[config.mk]
export PLATFORM = sky130hd
export DESIGN_NAME = key_pulse
export DESIGN_NICKNAME = d
export VERILOG_FILES = /design/src/rtl/key_pulse_pkg.sv /design/src/rtl/key_sync.sv /design/src/rtl/key_pulse.sv
export SDC_FILE = /design/constraint.sdc
export NUM_CORES = 1
export LEC_CHECK = 0
export ABC_AREA = 1
export CAP_MARGIN = 10
export CORE_MARGIN = 5
export CORE_UTILIZATION = 33
export CTS_CLUSTER_SIZE = 24
export DETAILED_ROUTE_END_ITERATION = 16
export GPL_TIMING_DRIVEN = 0
export PLACE_DENSITY = 0.48
export SLEW_MARGIN = 15
export SYNTH_ARGS = -nofsm -noshare
export SYNTH_HDL_FRONTEND = slang
export SYNTH_SLANG_ARGS = --single-unit
[constraint.sdc]
create_clock -name clk -period 1.29 [get_ports clk]
set_input_delay 0.258 -clock clk [delete_from_list [all_inputs] [get_ports clk]]
set_output_delay 0.258 -clock clk [all_outputs]
set_load 0.02 [all_outputs]
[src/rtl/key_pulse_pkg.sv]
// Shared types and sizing helper for the key_pulse debouncer.
package key_pulse_pkg;

  typedef enum logic [1:0] {IDLE, PRESS_WAIT, HELD, RELEASE_WAIT} key_state_t;

  // Counter must hold the largest threshold it is ever compared against.
  function automatic int cnt_width(input int a, input int b, input int c);
    int m;
    m = a;
    if (b > m) m = b;
    if (c > m) m = c;
    return $clog2(m + 1);
  endfunction

endpackage

[src/rtl/key_sync.sv]
// Two-flop synchronizer; both flops reset to RESET_VAL.
module key_sync #(
  parameter bit RESET_VAL = 1'b1
) (
  input  logic clk_i,
  input  logic reset_i,
  input  logic d_i,
  output logic q_o
);

  logic sync1_q;
  logic sync2_q;

  always_ff @(posedge clk_i) begin
    if (reset_i) begin
      sync1_q <= RESET_VAL;
      sync2_q <= RESET_VAL;
    end else begin
      sync1_q <= d_i;
      sync2_q <= sync1_q;
    end
  end

  assign q_o = sync2_q;

endmodule

[src/rtl/key_pulse.sv]
// Push-button debouncer: one registered pulse per debounced press plus a held level.
// Auto-repeat while held is built only when KEY_PULSE_REPEAT_EN is defined.
//
// state        | meaning
// IDLE         | released, waiting for a press sample
// PRESS_WAIT   | counting consecutive press samples
// HELD         | debounced pressed (auto-repeat timing runs here if enabled)
// RELEASE_WAIT | counting consecutive release samples, still reported held
module key_pulse
  import key_pulse_pkg::*;
#(
  parameter int DEBOUNCE_CYCLES = 4,
  parameter bit ACTIVE_LOW      = 1'b1,
  parameter int REPEAT_DELAY    = 16,
  parameter int REPEAT_PERIOD   = 4
) (
  input  logic clk,
  input  logic reset,
  input  logic key_raw,
  output logic pulse,
  output logic held
);

  localparam int            CW      = cnt_width(DEBOUNCE_CYCLES, REPEAT_DELAY, REPEAT_PERIOD);
  localparam logic [CW-1:0] DB_TH   = CW'(DEBOUNCE_CYCLES);
  localparam logic [CW-1:0] CNT_ONE = CW'(1);
`ifdef KEY_PULSE_REPEAT_EN
  localparam logic [CW-1:0] DLY_TH  = CW'(REPEAT_DELAY - 1);
  localparam logic [CW-1:0] PER_TH  = CW'(REPEAT_PERIOD - 1);
`endif

  logic          key_s;
  logic          pressed;
  key_state_t    state_q;
  logic [CW-1:0] cnt_q;
  logic          pulse_q;
  logic          held_q;
`ifdef KEY_PULSE_REPEAT_EN
  logic          rep_phase_q;
`endif

  key_sync #(
    .RESET_VAL(ACTIVE_LOW)
  ) u_sync (
    .clk_i  (clk),
    .reset_i(reset),
    .d_i    (key_raw),
    .q_o    (key_s)
  );

  assign pressed = key_s ^ ACTIVE_LOW;

  always_ff @(posedge clk) begin
    if (reset) begin
      state_q     <= IDLE;
      cnt_q       <= '0;
      pulse_q     <= 1'b0;
      held_q      <= 1'b0;
`ifdef KEY_PULSE_REPEAT_EN
      rep_phase_q <= 1'b0;
`endif
    end else begin
      pulse_q <= 1'b0;
      case (state_q)
        IDLE: begin
          if (pressed) begin
            state_q <= PRESS_WAIT;
            cnt_q   <= CNT_ONE;
          end
        end
        PRESS_WAIT: begin
          if (!pressed) begin
            state_q <= IDLE;
          end else if (cnt_q == DB_TH) begin
            state_q <= HELD;
            pulse_q <= 1'b1;
            held_q  <= 1'b1;
            cnt_q   <= '0;
          end else begin
            cnt_q <= cnt_q + CNT_ONE;
          end
        end
        HELD: begin
          if (!pressed) begin
            state_q     <= RELEASE_WAIT;
            cnt_q       <= CNT_ONE;
`ifdef KEY_PULSE_REPEAT_EN
            rep_phase_q <= 1'b0;
          end else if (cnt_q == (rep_phase_q ? PER_TH : DLY_TH)) begin
            pulse_q     <= 1'b1;
            cnt_q       <= '0;
            rep_phase_q <= 1'b1;
          end else begin
            cnt_q <= cnt_q + CNT_ONE;
`endif
          end
        end
        RELEASE_WAIT: begin
          // A bounce back to pressed re-enters HELD silently; repeat timing restarts.
          if (pressed) begin
            state_q <= HELD;
            cnt_q   <= '0;
          end else if (cnt_q == DB_TH) begin
            state_q <= IDLE;
            held_q  <= 1'b0;
          end else begin
            cnt_q <= cnt_q + CNT_ONE;
          end
        end
        default: begin
          state_q <= IDLE;
          held_q  <= 1'b0;
        end
      endcase
    end
  end

  assign pulse = pulse_q;
  assign held  = held_q;

endmodule

## After elaboration in Yosys (flattened, before gate mapping)

Index checks and enable logic that the tools add are counted.

- Output and inout bits: 2
- Logic and storage cells: 47
- Input port bits: 3
- Flip-flop bits (word level): 11

- Mux-type cells: 20
- Bitwise operators: 1
- Eq/ne operators: 13
- Reduce and logical (&&, ||, !) cells: 6
- $add $sub $neg: 1

Operators with widths:

| cell | number |
|---|---|
| $mux W5 | 6 |
| $pmux W5 S4 | 1 |
| $mux W2 | 6 |
| $ne A2 B2 Y1 const B | 4 |
| $pmux W2 S4 | 1 |
| $reduce_and A4 Y1 | 2 |
| $ne A3 B3 Y1 const B | 2 |
| $add A5 B1 Y5 const B | 1 |
| $eq A5 B3 Y1 const B | 1 |
| $mux W1 | 5 |
| $reduce_and A5 Y1 | 1 |
| $eq A2 B2 Y1 const B | 2 |
| $ne A2 B1 Y1 const B | 2 |
| $ne A3 B2 Y1 const B | 1 |
| $reduce_or A3 Y1 | 1 |
| $eq A2 B1 Y1 const B | 1 |
| $logic_not A2 Y1 | 1 |
| $pmux W1 S2 | 1 |
| $reduce_bool A2 Y1 | 1 |
| $not A1 Y1 | 1 |

## Logic depth before layout (Yosys ltp)

Gate-level depths: netlist of run 1.

- Depth in word-level cells: 4
- Depth in mapped cells: 10
- Gate-level depth less buffers: 10

## Modules after synthesis

Synthesis of run 1 repeated with hierarchy kept, for this count alone.

- Cells, all modules: 79
- Area total of the unflattened synthesis: 584.3 sq um

By module, submodules not included:

| module | area an instance (sq um) | cells an instance | sequential area each (sq um) | times used |
|---|---|---|---|---|
| key_pulse | 525.5 | 72 | 180.2 | 1 |
| key_sync | 58.8 | 7 | 40.0 | 1 |

## Worst setup path before layout of run 1

No wires, ideal clock.

- Path kind: reg-to-reg
- Start point: register cnt_q[0]
- End point: register cnt_q[1]
- Stages on the path, launching flop included: 11
- Path buffers: 0
- Required time: 1.226 ns
- Clock period less this slack: 1.267 ns
- Setup time: 0.064 ns
- Data arrival time: 1.203 ns
- Path slack: 0.023 ns
- Path through: dfxtp_1 -> inv_1 -> ha_1 -> nand2_2 -> clkinv_1 -> nand2_1 -> nand2_1 -> nand2_1 -> nand2_1 -> and2_4 -> nor2_1

- Word-level cells in the longest chain between the ends: 4
- Elaborated cells on any way between the ends: 9
- Those cells by class: add/sub (1); eq/ne (2); mux (5); reduce/logical (1)

RTL lines:

| item | line | RTL |
|---|---|---|
| from (decl) | key_pulse.sv:35 | `logic [CW-1:0] cnt_q;` |
| from (signal assigned) | key_pulse.sv:80 | `cnt_q <= cnt_q + CNT_ONE;` |
| from (signal assigned) | key_pulse.sv:107 | `cnt_q <= cnt_q + CNT_ONE;` |
| $add A5 B1 Y5 / $eq A5 B3 Y1 (equally long branches) | -- |  |
| $mux W5 (on tied branches) | key_pulse.sv:103, key_pulse.sv:74 |  |
| $mux W5 (on tied branches) | key_pulse.sv:100, key_pulse.sv:72 |  |
| $pmux W5 S4 | key_pulse.sv:64 | `case (state_q)` |

Several ways; a longest one is shown, not always the timed one. The select of a mux whose other input is x is not followed.
A chain may end at the register's enable or synchronous reset.

## Worst setup path after layout of run 1

- Start point: register cnt_q[1]
- End point: register cnt_q[1]

The elaborated chain is that of the path after synthesis.

==> results.py, run 1 <==
metrics = {
    "status": {
        "status": "complete, but fails checks",
        "violations": "negative setup slack",
    },
    "worst_setup_path": {
        "rr_endpoint": "cnt_q[1]",
        "worstSetupPathType": "flip-flop to flip-flop",
        "worstRegToRegCells": 9,
        "cp.required_ns": 1.47,
        "critPathCaptureType": "flip-flop",
        "reg2reg_slack_ns": -0.006,
        "r2r-start": "cnt_q[1]",
        "path_max_fanout": 6,
        "cp-start-kind": "flip-flop",
        "arrival_ns": 1.47,
    },
    "place": {
        "gp_congestion": 0.7761,
        "preCtsSetupSlack_ns": -0.1661,
        "io_buffers": 4,
        "hpwl_microns": 872.4,
    },
    "clocking": {
        "ctsHoldBuffers": 0,
        "insertion_delay_ns": 0.28,
        "clk_path_buf_depth": 2,
        "cts_sinks": 11,
        "tritoncts": "done",
        "cts_buffers": 3,
        "clkSlewWorstSetupHoldPaths_ns": 0.07,
        "cts_root_buffer": "clkbuf_4",
        "htreeDepth": 1,
    },
    "synth": {
        "synthCells": 84,
        "syn_nets": 89,
        "yosysWarnings": 0,
        "synth_top_area_share_pct": 37.77,
        "yosysSeqAreaShare_pct": 37.77,
        "syn_area_sq_um": 583.1,
        "synth_cell_types": 18,
        "synth_seq_cells": 11,
        "syn_area_per_cell_sq_um": 6.941,
        "synth_area_leaders": "dfxtp_1 (38%), nand2_1 (12%), nand3_1 (9.4%), inv_1 (7.7%), nor2_1 (5.8%)",
        "synth_area_leader_cell": "dfxtp_1",
    },
    "min_path": {
        "hold_class": "flip-flop to flip-flop",
        "hold_end": "u_sync.q_o",
        "min_from": "u_sync.sync1_q",
        "hold_depth": 1,
    },
    "sta": {
        "relSlewSlack_pct": 79.15,
        "fin_crit_sh_pct": 100.4,
        "fin_tns_setup_ns": -0.005528,
        "hold_viol": 0,
        "rsz0062_at_grt": "yes",
        "fin_skew_ns": 0.001699,
        "finalSetupViolCount": 1,
        "clock.fmax_mhz": 771.9,
        "fin_crit_ns": 1.296,
        "timing.final.ws_setup_ns": -0.005528,
        "worstMarginPinSlew_ns": 0.3123,
        "drv_slew": 0,
    },
    "routing": {
        "route.detailed.drc": 0,
        "ant_nets": 0,
        "drtPass1Iterations": 4,
        "drtIter0Drc": 6,
        "routed_wl_mm": 1.353,
        "vias": 559,
        "via_per_inst": 4.508,
        "wire_per_inst_microns": 10.91,
    },
    "global_routing": {
        "grt_pass1_wl_mm": 2.118,
        "grt_pass1_vias": 500,
        "gr-usage-all-layers_pct": 10.74,
        "grt_overflow_total": 0,
        "grt_max_degree": 8,
        "antenna_found_initial": 0,
    },
    "power_and_ir_drop": {
        "sw_frac_of_total_pct": 26.08,
        "power_frac_clock_pct": 35.5,
        "intPower_mw": 0.5090,
        "p_comb_share_pct": 12.3,
        "p_sw_mw": 0.1796,
        "leakagePower_nw": 0.3663,
        "ir_worst_vdd_v": 0.0004486,
        "pwr-share-seq_pct": 52.2,
        "power_density_nw_per_um2": 850.6,
    },
    "die": {
        "start_util_pct": 34.14,
        "coreArea_sq_um": 1708,
        "fp-row-count": 15,
        "ioPinCount": 5,
        "fp.dieH_microns": 52.04,
        "die_x_microns": 52.04,
        "die-area_sq_um": 2708,
    },
    "layout": {
        "regArea_sq_um": 226.5,
        "syn_to_final_growth_pct": 38.84,
        "utilization_pct": 47.40,
        "nets": 105,
        "multi_input_area_sq_um": 376.6,
        "drive_above_1_share_pct": 38.38,
        "fillers": 171,
        "diodes": 0,
    },
    "run": {
        "cap_violations": 0,
    },
}
## layout make-up
| type | instances | share of cell area [%] |
|---|---|---|
| clock buffers | 4 | 3.246 |
| flip-flops and latches | 11 | 27.98 |
| multi-input cells | 59 | 46.52 |
| inverters | 14 | 6.801 |
| well taps | 25 | 3.864 |
| repair buffers | 11 | 11.59 |
## worst max path at each step
stage / endpoint / slack [ns] / start
detailed placement: cnt_q[1] / -0.17 / cnt_q[0]
floorplan: cnt_q[1] / 0.02 / cnt_q[0]
CTS: cnt_q[1] / 0.01 / cnt_q[0]
finish: cnt_q[1] / -0.006 / cnt_q[1]
global placement: cnt_q[1] / -0.15 / cnt_q[0]
global route: cnt_q[1] / -0.08 / cnt_q[1]
## routing by layer
layer | share of wire, % | up-vias | global-route usage [%]
li1 | - | 298 | -
met1 | 45 | 252 | 13.84
met2 | 50 | 4 | 15.27
met3 | 2.3 | 5 | 2.579
met4 | 2.7 | 0 | 7.860
met5 | 0 | - | 0
## power groups by stage
stage	clock, mW	sequential, mW	combinational, mW
after floorplan	0	0.365	0.0389
after global placement	0	0.368	0.0538
after detailed placement	0	0.367	0.0547
after CTS	0.244	0.358	0.0640
after global routing	0.279	0.361	0.0932
final	0.244	0.359	0.0848
## cells in the mapped netlist
| master | count |
|---|---|
| nand3_1 | 11 |
| inv_1 | 12 |
| nand4_1 | 1 |
| nand3_2 | 1 |
| xor2_1 | 1 |
| nor2_1 | 9 |
| and2_4 | 1 |
| a21oi_1 | 5 |
| nand2_2 | 2 |
| clkinv_1 | 1 |
| o31ai_1 | 1 |
| dfxtp_1 | 11 |
| nand2_4 | 2 |
| nand2_1 | 18 |
| or2_2 | 2 |
| o21ai_0 | 3 |
| ha_1 | 2 |
| inv_2 | 1 |
## stage by stage
step	total power, mW	std cells	instance area (sq um)	hold slack [ns]
global placement	0.4213	113	654.4	0.3926
finish	0.6886	124	809.5	0.4132
detailed placement	0.4220	113	654.4	0.4023
CTS	0.6663	122	726.9	0.4196
floorplan	0.4038	84	583.1	0.3271
global route	0.7337	124	809.5	0.4468
## worst max-delay path: stages (launching register included)
cell and delay (ns):
dfxtp_4 0.35, inv_2 0.07, ha_4 0.14, nand2_4 0.05, inv_4 0.09, nand3_4 0.08
nand2_4 0.12, nand2_4 0.09, o21ai_1 0.16, nor2_2 0.04
## state kept, by name, indices dropped and copies added (netlist names), named ones only
| register | cells |
|---|---|
| state_q | 1 |
| pulse | 1 |
| cnt_q | 5 |
| u_sync.q_o | 1 |
| held | 1 |
| u_sync.sync1_q | 1 |
## cells in the final DEF, fill, tap and decap left out, types with 2 or more instances in the layout
master / n
nand2_1: 13
nand3_1: 11
inv_1: 8
dfxtp_1: 8
nor2_1: 6
buf_4: 6
inv_2: 5
nand2_2: 5
nand2_4: 4
a21oi_1: 4
nor2_2: 3
clkbuf_4: 3
or2_2: 2
o21ai_0: 2
ha_4: 2
dfxtp_2: 2
clkdlybuf4s50_1: 2
dlygate4sd2_1: 2
## logic make-up after synthesis
logic type      after synthesis  synth area share [%]
xor+xnor                      1                 1.502
simple gates                 47                 39.27
flops                        11                 37.77
fa+ha+maj                     2                 4.291
buf+inv                      14                 9.011
compound gates                9                 8.154
## timing repair
item	in CTS	in global routing
endpoints found under the setup margin	7	8
buffers inserted	5	2
resized for setup	8	22
pin swaps	0	6
No activity file was read; power rests on OpenSTA's default activity.
==> run 2: changes to the inputs <==
--- a/config.mk
+++ b/config.mk
@@ -13,7 +13,7 @@
 export DETAILED_ROUTE_END_ITERATION = 16
 export GPL_TIMING_DRIVEN = 0
 export PLACE_DENSITY = 0.48
-export SLEW_MARGIN = 15
+export SLEW_MARGIN = 30
 export SYNTH_ARGS = -nofsm -noshare
 export SYNTH_HDL_FRONTEND = slang
 export SYNTH_SLANG_ARGS = --single-unit
==> results of run 2 <==
Same layout as run 1: the final DEF is identical, and so are final timing and power.
